**config.mk**
```make
export PLATFORM = sky130hd
export DESIGN_NAME = ysyx_25030085_lsu_flat
export DESIGN_NICKNAME = d
export VERILOG_FILES = /design/src/rtl/ysyx_25030085_lsu_pkg.sv /design/src/rtl/ysyx_25030085_lsu_if.sv /design/src/rtl/ysyx_25030085_lsu_align.sv /design/src/rtl/ysyx_25030085_lsu.sv /design/src/flat_wrapper.sv
export SDC_FILE = /design/constraint.sdc
export NUM_CORES = 1
export LEC_CHECK = 0
export ABC_AREA = 1
export CAP_MARGIN = 25
export CORE_ASPECT_RATIO = 0.9
export CORE_MARGIN = 8
export CORE_UTILIZATION = 46
export CTS_CLUSTER_SIZE = 40
export DETAILED_ROUTE_END_ITERATION = 10
export PLACE_DENSITY = 0.81
export SETUP_SLACK_MARGIN = 0.5
export SKIP_CTS_REPAIR_TIMING = 1
export SLEW_MARGIN = 10
export SYNTH_ARGS = -nofsm -noshare
export SYNTH_HDL_FRONTEND = slang
export SYNTH_HIERARCHICAL = 1
export SYNTH_SLANG_ARGS = --single-unit
```
**constraint.sdc**
```tcl
create_clock -name clk -period 2.9 [get_ports clk]
set_input_delay 0.435 -clock clk [delete_from_list [all_inputs] [get_ports clk]]
set_output_delay 0.435 -clock clk [all_outputs]
set_load 0.02 [all_outputs]
```
**src/rtl/ysyx_25030085_lsu_pkg.sv**
```systemverilog
// Shared constants and types for the load/store unit.
// Exports RV32I funct3 width codes and the LSU FSM state type.
package ysyx_25030085_lsu_pkg;

    localparam logic [2:0] F3_B  = 3'b000;
    localparam logic [2:0] F3_H  = 3'b001;
    localparam logic [2:0] F3_W  = 3'b010;
    localparam logic [2:0] F3_BU = 3'b100;
    localparam logic [2:0] F3_HU = 3'b101;

    typedef enum logic [1:0] {
        IDLE,
        REQ,
        WAIT,
        DONE
    } state_t;

endpackage

```
**src/rtl/ysyx_25030085_lsu_if.sv**
```systemverilog
// Data-memory valid/ready bus between the LSU and memory.
// master: LSU drives req_*; slave: memory drives req_ready and resp_*.
interface ysyx_25030085_lsu_if;

    logic        req_valid;
    logic        req_ready;
    logic [31:0] req_addr;
    logic        req_wen;
    logic [3:0]  req_wmask;
    logic [31:0] req_wdata;
    logic        resp_valid;
    logic [31:0] resp_rdata;
    logic        resp_err;

    modport master (
        output req_valid,
        input  req_ready,
        output req_addr,
        output req_wen,
        output req_wmask,
        output req_wdata,
        input  resp_valid,
        input  resp_rdata,
        input  resp_err
    );

    modport slave (
        input  req_valid,
        output req_ready,
        input  req_addr,
        input  req_wen,
        input  req_wmask,
        input  req_wdata,
        output resp_valid,
        output resp_rdata,
        output resp_err
    );

endinterface

```
**src/rtl/ysyx_25030085_lsu_align.sv**
```systemverilog
// Combinational legality/alignment check, store lane shift, load extend.
// Ports: funct3, is_load, off (addr[1:0]), wdata, rdata -> ok, wmask, wdata_sh, rdata_ext.
module ysyx_25030085_lsu_align
    import ysyx_25030085_lsu_pkg::*;
(
    input  logic [2:0]  funct3,
    input  logic        is_load,
    input  logic [1:0]  off,
    input  logic [31:0] wdata,
    input  logic [31:0] rdata,
    output logic        ok,
    output logic [3:0]  wmask,
    output logic [31:0] wdata_sh,
    output logic [31:0] rdata_ext
);

    logic        legal;
    logic        aligned;
    logic [31:0] sh;

    always_comb begin
        legal = 1'b0;
        unique case (1'b1)
            funct3 == F3_B,
            funct3 == F3_H,
            funct3 == F3_W:  legal = 1'b1;
            funct3 == F3_BU,
            funct3 == F3_HU: legal = is_load;
            default:         legal = 1'b0;
        endcase
    end

    // funct3[1:0] encodes width: 00 byte, 01 half, 10 word.
    always_comb begin
        aligned = 1'b0;
        case (funct3[1:0])
            2'b00:   aligned = 1'b1;
            2'b01:   aligned = ~off[0];
            2'b10:   aligned = (off == 2'b00);
            default: aligned = 1'b0;
        endcase
    end

    assign ok = legal && aligned;

    always_comb begin
        wmask    = 4'b0000;
        wdata_sh = '0;
        case (funct3[1:0])
            2'b00: begin
                wmask    = 4'b0001 << off;
                wdata_sh = {4{wdata[7:0]}};
            end
            2'b01: begin
                wmask    = 4'b0011 << off;
                wdata_sh = {2{wdata[15:0]}};
            end
            2'b10: begin
                wmask    = 4'b1111;
                wdata_sh = wdata;
            end
            default: begin
                wmask    = 4'b0000;
                wdata_sh = '0;
            end
        endcase
    end

    assign sh = rdata >> {off, 3'b000};

    always_comb begin
        rdata_ext = '0;
        case (funct3)
            F3_B:    rdata_ext = {{24{sh[7]}}, sh[7:0]};
            F3_H:    rdata_ext = {{16{sh[15]}}, sh[15:0]};
            F3_W:    rdata_ext = rdata;
            F3_BU:   rdata_ext = {24'h0, sh[7:0]};
            F3_HU:   rdata_ext = {16'h0, sh[15:0]};
            default: rdata_ext = '0;
        endcase
    end

endmodule

```
**src/rtl/ysyx_25030085_lsu.sv**
```systemverilog
// Load/store unit: one data-memory transaction per memory instruction.
// Ports: clk/rst, execute inputs, writeback outputs, bus (master modport).
module ysyx_25030085_lsu
    import ysyx_25030085_lsu_pkg::*;
#(
    parameter int TIMEOUT = 255
) (
    input  logic        clk,
    input  logic        rst,
    input  logic        ex_valid,
    input  logic        mem_read,
    input  logic        mem_write,
    input  logic [2:0]  funct3,
    input  logic [31:0] addr,
    input  logic [31:0] wdata,
    output logic        lsu_busy,
    output logic        wb_valid,
    output logic [31:0] wb_rdata,
    output logic        lsu_err,
    ysyx_25030085_lsu_if.master bus
);

    localparam int CW = $clog2(TIMEOUT + 1);

    state_t      state;
    logic [CW-1:0] cnt;
    logic [2:0]  f3_q;
    logic [1:0]  off_q;
    logic        load_q;

    logic        idle;
    logic [2:0]  f3_sel;
    logic [1:0]  off_sel;
    logic        ld_sel;
    logic        ok;
    logic [3:0]  wmask;
    logic [31:0] wdata_sh;
    logic [31:0] rdata_ext;

    // One align instance: live inputs while idle, latched access otherwise.
    assign idle    = (state == IDLE);
    assign f3_sel  = idle ? funct3    : f3_q;
    assign off_sel = idle ? addr[1:0] : off_q;
    assign ld_sel  = idle ? mem_read  : load_q;

    ysyx_25030085_lsu_align u_align (
        .funct3    (f3_sel),
        .is_load   (ld_sel),
        .off       (off_sel),
        .wdata     (wdata),
        .rdata     (bus.resp_rdata),
        .ok        (ok),
        .wmask     (wmask),
        .wdata_sh  (wdata_sh),
        .rdata_ext (rdata_ext)
    );

    // Freeze the instruction in the same cycle it is presented.
    assign lsu_busy = !idle || ex_valid;

    always_ff @(posedge clk) begin
        if (rst) begin
            state         <= IDLE;
            cnt           <= '0;
            f3_q          <= '0;
            off_q         <= '0;
            load_q        <= 1'b0;
            wb_valid      <= 1'b0;
            wb_rdata      <= '0;
            lsu_err       <= 1'b0;
            bus.req_valid <= 1'b0;
            bus.req_addr  <= '0;
            bus.req_wen   <= 1'b0;
            bus.req_wmask <= '0;
            bus.req_wdata <= '0;
        end else begin
            unique case (state)
                IDLE: begin
                    wb_valid <= 1'b0;
                    wb_rdata <= '0;
                    lsu_err  <= 1'b0;
                    if (ex_valid) begin
                        if ((mem_read ^ mem_write) && ok) begin
                            f3_q          <= funct3;
                            off_q         <= addr[1:0];
                            load_q        <= mem_read;
                            bus.req_valid <= 1'b1;
                            bus.req_addr  <= {addr[31:2], 2'b00};
                            bus.req_wen   <= mem_write;
                            bus.req_wmask <= mem_write ? wmask : 4'b0000;
                            bus.req_wdata <= mem_write ? wdata_sh : '0;
                            state         <= REQ;
                        end else begin
                            wb_valid <= 1'b1;
                            lsu_err  <= 1'b1;
                            state    <= DONE;
                        end
                    end
                end
                REQ: begin
                    if (bus.req_ready) begin
                        bus.req_valid <= 1'b0;
                        cnt           <= '0;
                        state         <= WAIT;
                    end
                end
                WAIT: begin
                    if (bus.resp_valid) begin
                        wb_valid <= 1'b1;
                        lsu_err  <= bus.resp_err;
                        wb_rdata <= (load_q && !bus.resp_err) ? rdata_ext : '0;
                        state    <= DONE;
                    end else if (cnt == CW'(TIMEOUT - 1)) begin
                        // This is the TIMEOUT-th silent WAIT cycle.
                        cnt      <= cnt + 1'b1;
                        wb_valid <= 1'b1;
                        lsu_err  <= 1'b1;
                        wb_rdata <= '0;
                        state    <= DONE;
                    end else begin
                        cnt <= cnt + 1'b1;
                    end
                end
                DONE: begin
                    wb_valid <= 1'b0;
                    wb_rdata <= '0;
                    lsu_err  <= 1'b0;
                    state    <= IDLE;
                end
                default: state <= IDLE;
            endcase
        end
    end

endmodule

```
**src/flat_wrapper.sv**
```systemverilog
// flat-port wrapper written by rule: the top's interface ports become plain ports
module ysyx_25030085_lsu_flat import ysyx_25030085_lsu_pkg::*;
#(
    parameter int TIMEOUT = 255
)
  (clk, rst, ex_valid, mem_read, mem_write, funct3, addr, wdata, lsu_busy, wb_valid, wb_rdata, lsu_err, bus_req_valid, bus_req_ready, bus_req_addr, bus_req_wen, bus_req_wmask, bus_req_wdata, bus_resp_valid, bus_resp_rdata, bus_resp_err);
  ysyx_25030085_lsu_if bus_i ();
  input  logic clk;
  input  logic rst;
  input  logic ex_valid;
  input  logic mem_read;
  input  logic mem_write;
  input  logic [2:0] funct3;
  input  logic [31:0] addr;
  input  logic [31:0] wdata;
  output logic lsu_busy;
  output logic wb_valid;
  output logic [31:0] wb_rdata;
  output logic lsu_err;
  output wire logic [$bits(bus_i.req_valid)-1:0] bus_req_valid;
  input wire logic [$bits(bus_i.req_ready)-1:0] bus_req_ready;
  output wire logic [$bits(bus_i.req_addr)-1:0] bus_req_addr;
  output wire logic [$bits(bus_i.req_wen)-1:0] bus_req_wen;
  output wire logic [$bits(bus_i.req_wmask)-1:0] bus_req_wmask;
  output wire logic [$bits(bus_i.req_wdata)-1:0] bus_req_wdata;
  input wire logic [$bits(bus_i.resp_valid)-1:0] bus_resp_valid;
  input wire logic [$bits(bus_i.resp_rdata)-1:0] bus_resp_rdata;
  input wire logic [$bits(bus_i.resp_err)-1:0] bus_resp_err;
  assign bus_req_valid = bus_i.req_valid;
  assign bus_i.req_ready = bus_req_ready;
  assign bus_req_addr = bus_i.req_addr;
  assign bus_req_wen = bus_i.req_wen;
  assign bus_req_wmask = bus_i.req_wmask;
  assign bus_req_wdata = bus_i.req_wdata;
  assign bus_i.resp_valid = bus_resp_valid;
  assign bus_i.resp_rdata = bus_resp_rdata;
  assign bus_i.resp_err = bus_resp_err;
  ysyx_25030085_lsu #(.TIMEOUT(TIMEOUT)) u_core (.clk(clk), .rst(rst), .ex_valid(ex_valid), .mem_read(mem_read), .mem_write(mem_write), .funct3(funct3), .addr(addr), .wdata(wdata), .lsu_busy(lsu_busy), .wb_valid(wb_valid), .wb_rdata(wb_rdata), .lsu_err(lsu_err), .bus(bus_i));
endmodule
```
**Yosys cells after proc, flatten, opt, wreduce, memory -nomap -nowiden**

Cells that the tools add are included.
Widths: inputs -> output; s select.

- Register bits: 118
- Output and inout bits: 105

- Add/subtract/negate cells: 1
- Equal/unequal tests: 15
- Shift operators: 3
- Multiplexer cells: 34
- Bitwise logic cells: 2
- Reduce and logical (&&, ||, !) cells: 23

Operator list:

| kind | count |
|---|---|
| $pmux 32 s5 | 1 |
| $mux 32 | 4 |
| $pmux 32 s3 | 1 |
| $pmux 32 s2 | 1 |
| $shr 32x5->16 | 1 |
| $mux 8 | 2 |
| $pmux 8 s2 | 1 |
| $mux 2 | 6 |
| $pmux 4 s3 | 1 |
| $mux 1 | 9 |
| $pmux 1 s3 | 3 |
| $reduce_and 3->1 | 3 |
| $add 8x1->8 const B | 1 |
| $eq 8x8->1 const B | 1 |
| $ne 2x2->1 const B | 4 |
| $pmux 2 s4 | 1 |
| $eq 2x2->1 const B | 3 |
| $eq 3x3->1 const B | 2 |
| $logic_not 2->1 | 3 |
| $reduce_bool 2->1 | 3 |
| $eq 2x1->1 const B | 2 |
| $mux 4 | 1 |
| $pmux 1 s2 | 2 |
| $reduce_and 2->1 | 2 |
| other kinds (16) | 20 |

**Longest topological paths before layout**

- Word-level depth: 10
- Depth in mapped cells: 19
- Depth with buffers taken out: 16

**Hierarchy**

The synthesis kept the hierarchy.

By module, submodules not included:

| module | instances | cells an instance | area each (um^2) |
|---|---|---|---|
| ysyx_25030085_lsu | 1 | 679 | 4908.5 |
| ysyx_25030085_lsu_align | 1 | 283 | 1315.0 |

**Worst setup path before layout**

No wires, ideal clock.

- Path type: register to register
- Start: reg u_core.state[0]
- End: reg u_core.bus.req_addr[10]
- Arrival: 2365 ps
- Setup slack: 420 ps
- Cell stages (with the launch flop): 17
- Clock period less this slack: 2480 ps
- Path through: dfxtp_1 > inv_1 > ha_1 > buf_2 > inv_1 > nand2_1 > nand2_1 > nor2_1 > clkbuf_1 > o22ai_1 > nor2_1 > nand3_2 > nor2_2 > inv_2 > clkbuf_1 > nor2_1 > nor2_1

- Longest elaborated chain between the ends: 8
- Elaborated cells between the ends (all ways): 21
- Classes of those cells: 6 x eq/ne; 5 x mux; 1 x bitwise; 9 x reduce/logical

Ends and longest elaborated chain:

| what | RTL line | source |
|---|---|---|
| start, declared | ysyx_25030085_lsu.sv:25 | `state_t state;` |
| start signal, assigned | ysyx_25030085_lsu.sv:63 | `state <= IDLE;` |
| start signal, assigned | ysyx_25030085_lsu.sv:92 | `state <= REQ;` |
| start signal, assigned | ysyx_25030085_lsu.sv:96 | `state <= DONE;` |
| $logic_not 2->1 (*) | ysyx_25030085_lsu.sv:41 | `assign idle = (state == IDLE);` |
| $mux 3 (*) | ysyx_25030085_lsu.sv:42 | `assign f3_sel = idle ? funct3 : f3_q;` |
| via u_core.f3_sel[0] | ysyx_25030085_lsu.sv:32 | `logic [2:0] f3_sel;` |
| $eq 3x1->1 (tied with other cells) | ysyx_25030085_lsu_align.sv:25 | `funct3 == F3_H,` |
| $reduce_or 3->1 or $reduce_or 2->1 (tied branches) | ysyx_25030085_lsu_align.sv:23 | `unique case (1'b1)` |
| $pmux 1 s2 | ysyx_25030085_lsu_align.sv:23 |  |
| $logic_and 1x1->1 (*) | ysyx_25030085_lsu_align.sv:44 | `assign ok = legal && aligned;` |
| via u_core.ok | ysyx_25030085_lsu.sv:35 | `logic ok;` |
| $logic_and 1x1->1 (*) | ysyx_25030085_lsu.sv:83 | `if ((mem_read ^ mem_write) && ok) begin` |
| $reduce_and 3->1 (no source line) (*) | n/a |  |
| end signal, assigned | ysyx_25030085_lsu.sv:88 | `bus.req_addr <= {addr[31:2], 2'b00};` |
| end, declared | ysyx_25030085_lsu_if.sv:18 | `output req_addr,` |

Mark *: on every way through the listed nets, which the timed path passes. The rest lies on a longest branch.
A chain may end at the register's enable or synchronous reset.

**Worst setup path after layout**

- Start: reg u_core.state[0]
- End: reg u_core.bus.req_wdata[26]

- Elaborated cells between the ends (all ways): 23
- Classes of those cells: 6 x eq/ne; 7 x mux; 1 x bitwise; 9 x reduce/logical

RTL lines:

| what | RTL line | source |
|---|---|---|
| $logic_not 2->1 | ysyx_25030085_lsu.sv:41 |  |
| $mux 2 | ysyx_25030085_lsu.sv:43 | `assign off_sel = idle ? addr[1:0] : off_q;` |
| via u_core.off_sel[1] | ysyx_25030085_lsu.sv:33 | `logic [1:0] off_sel;` |
| $logic_not 2->1 | ysyx_25030085_lsu_align.sv:39 | `2'b10: aligned = (off == 2'b00);` |
| $pmux 1 s3 | ysyx_25030085_lsu_align.sv:36 | `case (funct3[1:0])` |
| $logic_and 1x1->1 | ysyx_25030085_lsu_align.sv:44 |  |
| via u_core.ok | ysyx_25030085_lsu.sv:35 |  |
| $logic_and 1x1->1 | ysyx_25030085_lsu.sv:83 |  |
| $reduce_and 3->1 (no source line) | n/a |  |
| end signal, assigned | ysyx_25030085_lsu.sv:91 | `bus.req_wdata <= mem_write ? wdata_sh : '0;` |
| end, declared | ysyx_25030085_lsu_if.sv:21 | `output req_wdata,` |

The timed path passes the listed nets, and every way through them passes these cells.

==> impl_metrics.sql <==
INSERT INTO impl_metrics (metric_group, metric, value, unit) VALUES
('global_routing', 'grt_max_degree', '72', ''),
('detailed_routing', 'detailedRoute.firstIterationViolations', '684', ''),
('logic_synthesis', 'synth_cell_type_count', '34', ''),
('worst_setup_path', 'worstPathMaxFanout', '35', ''),
('logic_synthesis', 'ys.warnings.count', '6', ''),
('timing', 'worst-slew-pin-transition', '779', 'ps'),
('logic_synthesis', 'number_of_enable_type_register_cells_in_the_synthesized_netlist', '0', ''),
('detailed_routing', 'drt-vias-per-instance', '5.38', ''),
('detailed_routing', 'detailroute.via_count', '7270', ''),
('cts', 'htree_levels', '4', ''),
('cts', 'number_of_buffers_created_by_cts', '17', ''),
('timing', 'layout_worst_path_cycle_share', '0.785', ''),
('cts', 'clock_tree.buffer_depth', '2', ''),
('worst_setup_path', 'required', '3240', 'ps'),
('cts', 'clock_insertion_delay_worst_skew', '420', 'ps'),
('logic_synthesis', 'synth_area', '0.00622', 'sq mm'),
('logic_synthesis', 'asyncSetResetFlopFracSynth', '0', ''),
('layout', 'n_antenna_cell', '0', ''),
('detailed_routing', 'detailed_route_wire_length', '22900', 'um'),
('global_routing', 'grt_antenna_before_repair', '0', ''),
('detailed_routing', 'route.antenna.remaining_nets', '0', ''),
('timing', 'max_slew_margin', '0.481', ''),
('layout', 'post_route_cells_drive_above_1_share', '0.103', ''),
('floorplanning', 'fp.dieH', '126', 'um'),
('hold_path', 'worstHoldPathType', 'reg -> reg', ''),
('timing', 'timing.final.max_slew_violations', '0', ''),
('timing', 'clock-skew-final', '7.34', 'ps'),
('layout', 'finish.net_count', '1285', ''),
('cts', 'tritoncts', 'yes', ''),
('layout', 'nFillCells', '1132', ''),
('run', 'drv_cap', '0', ''),
('detailed_routing', 'drt-wirelength-per-cell', '17.0', 'um'),
('timing', 'max_clock_freq', '439', 'MHz'),
('global_routing', 'gr-total-overflow', '0', ''),
('logic_synthesis', 'ys_seq_area_frac', '0.380', ''),
('floorplanning', 'core', '0.0133', 'sq mm'),
('global_routing', 'vias_in_the_first_global_route', '6850', ''),
('layout', 'growth_of_design_area_from_synthesis_to_finish', '49.1', '%'),
('global_routing', 'wire_length_of_the_first_global_routing_pass', '35000', 'um'),
('detailed_routing', 'drt-pass1-iter-count', '6', ''),
('cts', 'cts.clk_slew.worst_paths', '60', 'ps'),
('placed_design', 'hpwlAfterDp', '15300', 'um'),
('timing', 'timing.final.setup_violations', '0', ''),
('logic_synthesis', 'synthesis.area_per_instance', '6.47', 'sq um'),
('cts', 'ctsRootBufferMaster', 'clkbuf_16', ''),
('logic_synthesis', 'postSynthCellCount', '962', ''),
('pwr', 'power.ir.vdd_worst', '0.580', 'mV'),
('timing', 'holdWs', '449', 'ps'),
('detailed_routing', 'route.detailed.drc', '0', ''),
('global_routing', 'grt_use_total', '0.242', ''),
('floorplanning', 'die_area', '0.0175', 'sq mm'),
('worst_setup_path', 'critical_path.endpoint_type', 'flop', ''),
('placed_design', 'placement.io_buffers', '209', ''),
('floorplanning', 'fp-row-count', '40', ''),
('outcome', 'status', 'complete, no violations', ''),
('floorplanning', 'initial_core_util', '0.469', ''),
('worst_setup_path', 'critPathLaunchType', 'flop', ''),
('timing', 'fin_tns_setup', '0', 'ps'),
('worst_setup_path', 'critical_path_class', 'reg -> reg', ''),
('pwr', 'power.static_leakage', '0.00391', 'uW'),
('floorplanning', 'top_level_ports', '212', ''),
('pwr', 'power_density', '956', 'mW/mm^2'),
('timing', 'period_minus_slack', '2280', 'ps'),
('timing', 'final_hold_violating_endpoints', '0', ''),
('timing', 'rsz_0062_raised_after_global_routing', 'false', ''),
('cts', 'clock_sink_count', '118', ''),
('logic_synthesis', 'postSynth.topFlopCell', 'dfxtp_1', ''),
('worst_setup_path', 'worst-endpoint-arrival', '2620', 'ps'),
('floorplanning', 'die_w', '139', 'um'),
('logic_synthesis', 'synth.ff_latch_count', '118', ''),
('placed_design', 'gpl.final_weighted_congestion', '0.897', '');
[cell type report]
| class | count | area, sq um | share of cell area |
|---|---|---|---|
| timing repair buffer | 249 | 2470 | 0.266 |
| tap | 168 | 210 | 0.0227 |
| clock inverter | 11 | 174 | 0.0187 |
| sequential | 118 | 2360 | 0.255 |
| inverter | 79 | 304 | 0.0328 |
| multi-input combinational | 706 | 3300 | 0.356 |
| clock buffer | 21 | 450 | 0.0486 |
[state kept, by name, indices dropped and copies added, names as in the netlist]
signal / cells
u_core/f3_q: 3
u_core/bus.req_valid: 1
u_core/wb_rdata: 32
u_core/off_q: 2
u_core/bus.req_wmask: 4
u_core/bus.req_addr: 30
u_core/load_q: 1
u_core/lsu_err: 1
u_core/wb_valid: 1
u_core/state: 2
u_core/bus.req_wen: 1
u_core/bus.req_wdata: 32
u_core/cnt: 8
[power by group]
part           switching (uW)  leakage [uW]  internal (uW)
combinational            2880       0.00265           1690
sequential                157      0.000958           1900
clock                     777      0.000294           1460
total                    3820       0.00391           5050
[layer usage]
metal / vias to the layer above / part of all wire / global-route usage / routed length (um)
met3: 54 / 0.12 / 0.111 / 2760
met4: 0 / 0.027 / 0.0888 / 621
met2: 379 / 0.45 / 0.376 / 10200
li1: 3508 / - / - / -
met5: - / 0 / 0 / 0
met1: 3329 / 0.41 / 0.290 / 9340
[through the flow]
step | cell area, sq um | total power, uW | instances | setup WS [ps] | utilization
after floorplan | 6230 | 4850 | 963 | 520 | -
after global placement | 8390 | 6100 | 1303 | 307 | 0.632
after detailed placement | 8390 | 6130 | 1303 | 249 | 0.632
after CTS | 9010 | 8420 | 1335 | 208 | 0.679
after global routing | 9280 | 9410 | 1352 | 475 | 0.699
final | 9280 | 8860 | 1352 | 623 | 0.699
[cell usage after synthesis, drive strengths merged, types with 2 or more instances]
cell,instances,area (sq um)
inv,77,292
nand4,3,18.8
nand3,125,681
nor3,3,15.0
clkbuf,25,95.1
ha,7,87.6
o31ai,2,15.0
a21oi,83,415
dfxtp,118,2360
buf,37,262
a31oi,2,12.5
nor2,145,577
clkinv,2,7.51
nand2,258,991
o21ai,68,344
[worst max-delay path, stage by stage (launching register included)]
cell       delay (ps)
dfxtp_2           370
inv_2              70
ha_4              190
buf_4             150
nand2_1            60
nand2_1           120
inv_4              90
a31oi_1            70
nor2_1            150
nand3_2           150
nor2_4            180
buf_4             140
clkbuf_16         210
nand3_1           100
a21oi_1           130
[cells in the final DEF (no fill, tap or decap), types with 3 or more instances in the layout]
cell             count
nor2_2               4
bufinv_16            4
buf_6                6
nand2_1            247
nand4_1              3
nand2_2              8
nor3_1               3
inv_1               64
nand3_1            113
a21oi_1             82
nor2_4               5
nand3_2             11
buf_4               30
o21ai_0             52
inv_2               10
o21ai_1             15
inv_4                3
clkbuf_16           19
dfxtp_1            116
nand2_4              5
nor2_1             136
clkdlybuf4s50_1    208
clkbuf_1             3
ha_1                 6
clkinvlp_4           3
[worst paths after layout]
check	to	depth (start not counted)	slack [ps]	start
max	u_core/bus.req_wdata[26]	14	620	u_core/state[0]
min	u_core/bus.req_valid	2	450	u_core/bus.req_valid
max reg2reg	u_core/bus.req_wdata[26]	14	620	u_core/state[0]
min reg2reg	u_core/bus.req_valid	2	450	u_core/bus.req_valid
[kinds of logic (layout without fill, tap and decap cells)]
kind of cell               count (synthesis)  in the layout  share of synthesized area
adders and majority gates                  7              7                     0.0141
and+or+nand+nor                          535            537                      0.368
other                                      1              2                   0.000603
buffers and inverters                    141            360                      0.105
AOI/OAI and AO/OA                        159            159                      0.131
DFF                                      118            118                      0.380
xor gates and xnor gates                   1              1                    0.00141
Note: power is estimated with default switching activity, not from simulation.
